--- src/rtl/uart_tx_param_if.sv ---
// Ready/valid word channel from the MMIO side into the UART TX FIFO.
interface uart_tx_param_if #(
    parameter int DataWidth = 8
);
    logic [DataWidth-1:0] DataIn;
    logic                 DataInValid;
    logic                 DataInReady;

    modport master (
        output DataIn,
        output DataInValid,
        input  DataInReady
    );

    modport slave (
        input  DataIn,
        input  DataInValid,
        output DataInReady
    );
endinterface

--- src/rtl/uart_tx_param.sv ---
// Parametrised UART transmitter: word FIFO, optional parity, 1/2 stop bits.
module uart_tx_param #(
    parameter int ClockFreq = 100_000_000,
    parameter int BaudRate  = 115_200,
    parameter int DataWidth = 8,
    parameter int FifoDepth = 4
) (
    input  logic                         Clock,
    input  logic                         Reset,
    uart_tx_param_if.slave               din,
    input  logic [1:0]                   ParityMode,
    input  logic                         TwoStop,
    output logic                         SOut,
    output logic                         Busy,
    output logic [$clog2(FifoDepth):0]   FifoCount
);

    localparam int SymbolEdgeTime = ClockFreq / BaudRate;
    localparam int CntW = $clog2(SymbolEdgeTime);
    localparam int PtrW = $clog2(FifoDepth);
    localparam int BitW = $clog2(DataWidth);

    typedef enum logic [2:0] {
        S_IDLE,
        S_START,
        S_DATA,
        S_PARITY,
        S_STOP
    } state_t;

    state_t state, nstate;

    logic [DataWidth-1:0] mem [FifoDepth];
    logic [PtrW-1:0]      wptr, rptr;
    logic [PtrW:0]        count;
    logic                 push, pop, fifo_ne;

    logic [CntW-1:0]      cyc;
    logic [BitW-1:0]      bitcnt;
    logic [DataWidth-1:0] shreg;
    logic                 par_q, par_en, two_q;
    logic                 bit_end, data_last, stop_last;

    assign fifo_ne         = (count != '0);
    assign din.DataInReady = (count != (PtrW+1)'(FifoDepth));
    assign push            = din.DataInValid && din.DataInReady;
    assign FifoCount       = count;

    assign bit_end   = (cyc == CntW'(SymbolEdgeTime - 1));
    assign data_last = bit_end && (bitcnt == BitW'(DataWidth - 1));
    assign stop_last = bit_end && (bitcnt == BitW'(two_q));

    // Pop either from idle or on the final stop cycle, so queued frames abut.
    assign pop = fifo_ne &&
                 ((state == S_IDLE) || ((state == S_STOP) && stop_last));

    always_ff @(posedge Clock) begin
        if (!Reset) begin
            wptr  <= '0;
            rptr  <= '0;
            count <= '0;
        end else begin
            if (push) wptr <= wptr + 1'b1;
            if (pop)  rptr <= rptr + 1'b1;
            case ({push, pop})
                2'b10:   count <= count + 1'b1;
                2'b01:   count <= count - 1'b1;
                default: ;
            endcase
        end
    end

    always_ff @(posedge Clock) begin
        if (Reset && push) mem[wptr] <= din.DataIn;
    end

    always_ff @(posedge Clock) begin
        if (!Reset) begin
            state  <= S_IDLE;
            cyc    <= '0;
            bitcnt <= '0;
        end else begin
            state <= nstate;
            if (state == S_IDLE || bit_end) cyc <= '0;
            else                            cyc <= cyc + 1'b1;
            if (bit_end)
                bitcnt <= (nstate != state) ? '0 : bitcnt + 1'b1;
        end
    end

    // Framing options are captured with the word so mid-frame changes wait.
    always_ff @(posedge Clock) begin
        if (!Reset) begin
            shreg  <= '0;
            par_q  <= 1'b0;
            par_en <= 1'b0;
            two_q  <= 1'b0;
        end else if (pop) begin
            shreg  <= mem[rptr];
            par_q  <= (^mem[rptr]) ^ (ParityMode == 2'b10);
            par_en <= (ParityMode == 2'b01) || (ParityMode == 2'b10);
            two_q  <= TwoStop;
        end else if (state == S_DATA && bit_end) begin
            shreg <= shreg >> 1;
        end
    end

    always_comb begin
        nstate = state;
        case (state)
            S_IDLE:   if (fifo_ne) nstate = S_START;
            S_START:  if (bit_end) nstate = S_DATA;
            S_DATA:   if (data_last) nstate = par_en ? S_PARITY : S_STOP;
            S_PARITY: if (bit_end) nstate = S_STOP;
            S_STOP:   if (stop_last) nstate = fifo_ne ? S_START : S_IDLE;
            default:  nstate = S_IDLE;
        endcase
    end

    always_comb begin
        SOut = 1'b1;
        Busy = 1'b1;
        case (state)
            S_IDLE:   Busy = 1'b0;
            S_START:  SOut = 1'b0;
            S_DATA:   SOut = shreg[0];
            S_PARITY: SOut = par_q;
            default:  ;
        endcase
    end

endmodule

--- src/flat_wrapper.sv ---
// flat-port wrapper written by rule: the top's interface ports become plain ports
module uart_tx_param_flat 
#(
    parameter int ClockFreq = 100_000_000,
    parameter int BaudRate  = 115_200,
    parameter int DataWidth = 8,
    parameter int FifoDepth = 4
)
  (Clock, Reset, ParityMode, TwoStop, SOut, Busy, FifoCount, din_DataIn, din_DataInValid, din_DataInReady);
  uart_tx_param_if #(.DataWidth(DataWidth)) din_i ();
  input  logic Clock;
  input  logic Reset;
  input  logic [1:0] ParityMode;
  input  logic TwoStop;
  output logic SOut;
  output logic Busy;
  output logic [$clog2(FifoDepth):0] FifoCount;
  input wire logic [$bits(din_i.DataIn)-1:0] din_DataIn;
  input wire logic [$bits(din_i.DataInValid)-1:0] din_DataInValid;
  output wire logic [$bits(din_i.DataInReady)-1:0] din_DataInReady;
  assign din_i.DataIn = din_DataIn;
  assign din_i.DataInValid = din_DataInValid;
  assign din_DataInReady = din_i.DataInReady;
  uart_tx_param #(.ClockFreq(ClockFreq), .BaudRate(BaudRate), .DataWidth(DataWidth), .FifoDepth(FifoDepth)) u_core (.Clock(Clock), .Reset(Reset), .din(din_i), .ParityMode(ParityMode), .TwoStop(TwoStop), .SOut(SOut), .Busy(Busy), .FifoCount(FifoCount));
endmodule
--- config.mk ---
export PLATFORM = sky130hd
export DESIGN_NAME = uart_tx_param_flat
export DESIGN_NICKNAME = d
export VERILOG_FILES = /design/src/rtl/uart_tx_param_if.sv /design/src/rtl/uart_tx_param.sv /design/src/flat_wrapper.sv
export SDC_FILE = /design/constraint.sdc
export NUM_CORES = 1
export LEC_CHECK = 0
export BUFFER_PORTS_ARGS = -buffer_cell sky130_fd_sc_hd__buf_4
export CELL_PAD_IN_SITES_DETAIL_PLACEMENT = 0
export CELL_PAD_IN_SITES_GLOBAL_PLACEMENT = 2
export CORE_AREA = 3 3 95 97
export DETAILED_ROUTE_END_ITERATION = 6
export DIE_AREA = 0 0 98 100
export GPL_ROUTABILITY_DRIVEN = 0
export GPL_TIMING_DRIVEN = 0
export MAX_ROUTING_LAYER = met4
export PLACE_DENSITY_LB_ADDON = 0.1
export SYNTH_ARGS = -nofsm -noshare
export SYNTH_HDL_FRONTEND = slang
export SYNTH_SLANG_ARGS = --single-unit
--- constraint.sdc ---
create_clock -name Clock -period 2.75 [get_ports Clock]
set_clock_uncertainty 0.1 [all_clocks]
set_input_delay 0.55 -clock Clock [delete_from_list [all_inputs] [get_ports Clock]]
set_output_delay 0.55 -clock Clock [all_outputs]
set_load 0.005 [all_outputs]
==> flow_summary.yaml <==
power:
  power.density_nw_per_um2: 865
  p_leak_nw: 1.29
  peakVddDrop_mv: 0.340
critical_path:
  path_cells: "ha_4 -> and4bb_2 -> nand4_4 -> o41ai_4 -> and2_4 -> buf_12 -> ha_4 -> inv_2 -> fa_2 -> xor2_1 -> or3_1 -> a21boi_1"
  critical-path-top-delay-family: "simple AND/OR/NAND/NOR gates"
  crit_buf_inv: 2
  crit_top_cell: "ha_4"
  critPathLaunchType: "flop"
  crit_required_ns: 2.93
  slowest_delay_ns: 0.36
  critPathKind: "flop to flop"
  cp.arrival_ns: 2.90
  slowest_stage: "dfxtp_4"
  endpoint_kind: "flop"
  crit_path_max_fanout: 3
drt:
  wl_per_cell_um: 15.4
  drt_iter0_markers: 52
  firstDrtPassIters: 4
  route.vias.total: 1922
  postRouteAntennaNets: 0
  vias_per_cell: 4.92
  drc_errors: 0
  totalWireLength_um: 6030
synth:
  async_reset_ff_share_pct: 0
  ys.flop_type: "dfxtp_1"
  ys_types: 48
  synth_top_area_share_pct: 31.4
  synth_fp_nets: 270
  ys_ff_latch: 68
  syn_area_um2: 3060
  yosysWarnings: 0
  synthCells: 246
  ys_top_cells_by_area: "edfxtp_1, dfxtp_1, ha_1, mux4_1, mux4_2"
  yosysTopAreaCell: "edfxtp_1"
  synth_edf_count: 32
  seq_area_frac_synth_pct: 55.0
  avgSynthCellArea_um2: 12.4
global_route:
  track_usage_pct: 13.8
  antenna_found_initial: 0
  grt_max_degree: 16
  grt_pass1_wl_um: 10000
  grt_overflow: 0
  grt_pass1_vias: 1910
floorplan:
  ios: 20
  dieArea_um2: 9800
  die_w_um: 98
  core_area_um2: 8220
  die_h_um: 100
  start_util_pct: 37.2
  rows: 33
cells_and_area:
  antenna_cells: 0
  fin_cells: 391
  final_cell_area_um2: 3590
  n_fill_cell: 809
  syn2layout_area_growth_pct: 17.3
  layout.nets: 305
  seqCellArea_um2: 1690
  multi_input_area_um2: 1300
  layout-drive-gt1-share_pct: 21.7
clock_tree:
  htree_levels: 3
  cts-root-buf: "clkbuf_8"
  numCtsBuffers: 9
  clkSinkCount: 68
  cts_tree: "done"
  insertion_delay_ns: 0.34
  cts_hold_buf: 0
  path_clk_slew_ns: 0.08
  cts_buffer_depth: 2
placed_design:
  io_buffers: 19
  dp.cells: 370
  dp.final_hpwl_um: 4180
  place_area_um2: 3370
sta:
  fmax_ghz: 0.369
  worstMarginPinSlew_ns: 0.612
  maxSlewHeadroom_pct: 59.2
  maxSlewViolCount: 0
  rsz0062_at_grt: "true"
  setup-violations-final: 0
  fin_hold_ws_ns: 0.299
  period_share_pct: 98.6
  final.min_clock_period_ns: 2.71
  hold_violations: 0
job:
  max-cap-violations: 0
status:
  status: "completed"
hold_path:
  hp-class: "input port to flop"
[cells in the final DEF, fill, tap and decap left out, types with 2 or more instances in the layout]
cell type and n:
edfxtp_1 32, xnor2_1 10, inv_1 9, clkbuf_8 10, or3_1 3, nand3_1 8, a22oi_1 7, a32o_1 2
ha_4 2, and2_1 8, and3b_1 2, mux4_1 4, a21boi_1 2, nor3_1 3, clkbuf_1 7, nor4b_1 2
a21boi_0 8, buf_4 25, a21oi_1 4, and3_1 4, nand2b_1 2, nor2b_1 4, o21ai_0 6, ha_1 7
nor2_1 16, a211oi_1 2, clkinv_2 2, nand2_1 18, mux2i_1 2, nand4_1 2, inv_6 2, xor2_1 8
clkinv_4 2, dfxtp_1 34, mux4_2 4
[cells in the mapped netlist, types with 2 or more instances]
library cell  number
nand3_1            8
buf_6              2
nand4_1            2
and3b_1            2
clkbuf_1           7
mux4_1             4
nor3_1             3
inv_1             10
xnor2_1           10
nor4b_1            2
o21ai_0            6
mux2i_1            2
nor2b_1            4
and2_1             9
dfxtp_1           36
xor2_1             8
or3_1              3
a22oi_1            7
ha_1               9
a21oi_1            4
a211oi_1           2
nand2_1           18
a21boi_0           9
and3_1             4
edfxtp_1          32
mux4_2             4
a32o_1             2
nand2b_1           2
nor2_1            16
[power breakdown]
group	switching, mW	internal (mW)
combinational	0.512	0.555
sequential	0.0977	1.21
clock	0.397	0.330
[final timing paths]
path,startpoint,endpoint,slack (ns),cells past startpoint
hold / removal,din_DataIn[6],u_core.mem[2][6],0.30,1
setup / recovery,u_core.cyc[0],u_core.FifoCount[2],0.04,12
hold reg to reg,u_core.shreg[1],u_core.shreg[1],0.37,2
setup reg to reg,u_core.cyc[0],u_core.FifoCount[2],0.04,12
[routing by layer]
layer  GRT usage, %  share of wire (%)  wire length [µm]
met1           19.2                 51              3060
met2           19.1                 44              2650
met3           3.82                3.8               226
met4           5.75                1.4                85
met5              -                  0                 0
[registers in the layout, indices dropped and copies added (netlist names), 2 cells and up, named ones only]
name,cells
u_core.shreg,8
u_core.bitcnt,3
u_core.state,3
u_core.cyc,10
u_core.rptr,2
u_core.mem,32
u_core.wptr,2
u_core.FifoCount,3
[per-stage QoR]
step	setup TNS (ns)	utilization [%]	total power, mW	setup WS, ns
finish	0	43.7	3.11	0.0384
global route	-0.0783	43.7	3.34	-0.0783
floorplan	0	-	2.09	0.0248
detailed placement	-0.353	41.0	2.38	-0.257
global placement	-0.287	41.0	2.38	-0.222
CTS	-0.117	43.6	3.15	-0.117
[logic make-up after synthesis]
group                      share of synthesized area [%]
AOI/OAI and AO/OA                                   9.73
xor gates and xnor gates                            6.42
adders and majority gates                           4.34
buffers and inverters                               3.52
DFF                                                 55.0
muxes                                               7.03
and+or+nand+nor                                     14.0
[final cells by class]
class | instances | share of cell area, %
Buffer | 10 | 1.99
Clock buffer | 9 | 3.45
Clock inverter | 7 | 1.39
Inverter | 10 | 1.05
Multi-Input combinational cell | 157 | 36.2
Sequential cell | 68 | 47.0
Tap cell | 105 | 3.66
Timing Repair Buffer | 25 | 5.23
[what timing repair did]
item / 4_1_cts / 5_1_grt
setup endpoints to repair: 2 / 2
gates cloned: 0 / 0
gates resized for setup: 5 / 0
pin swaps: 3 / 1
buffers inserted: 5 / 1
(Power assumes the default switching activity.)
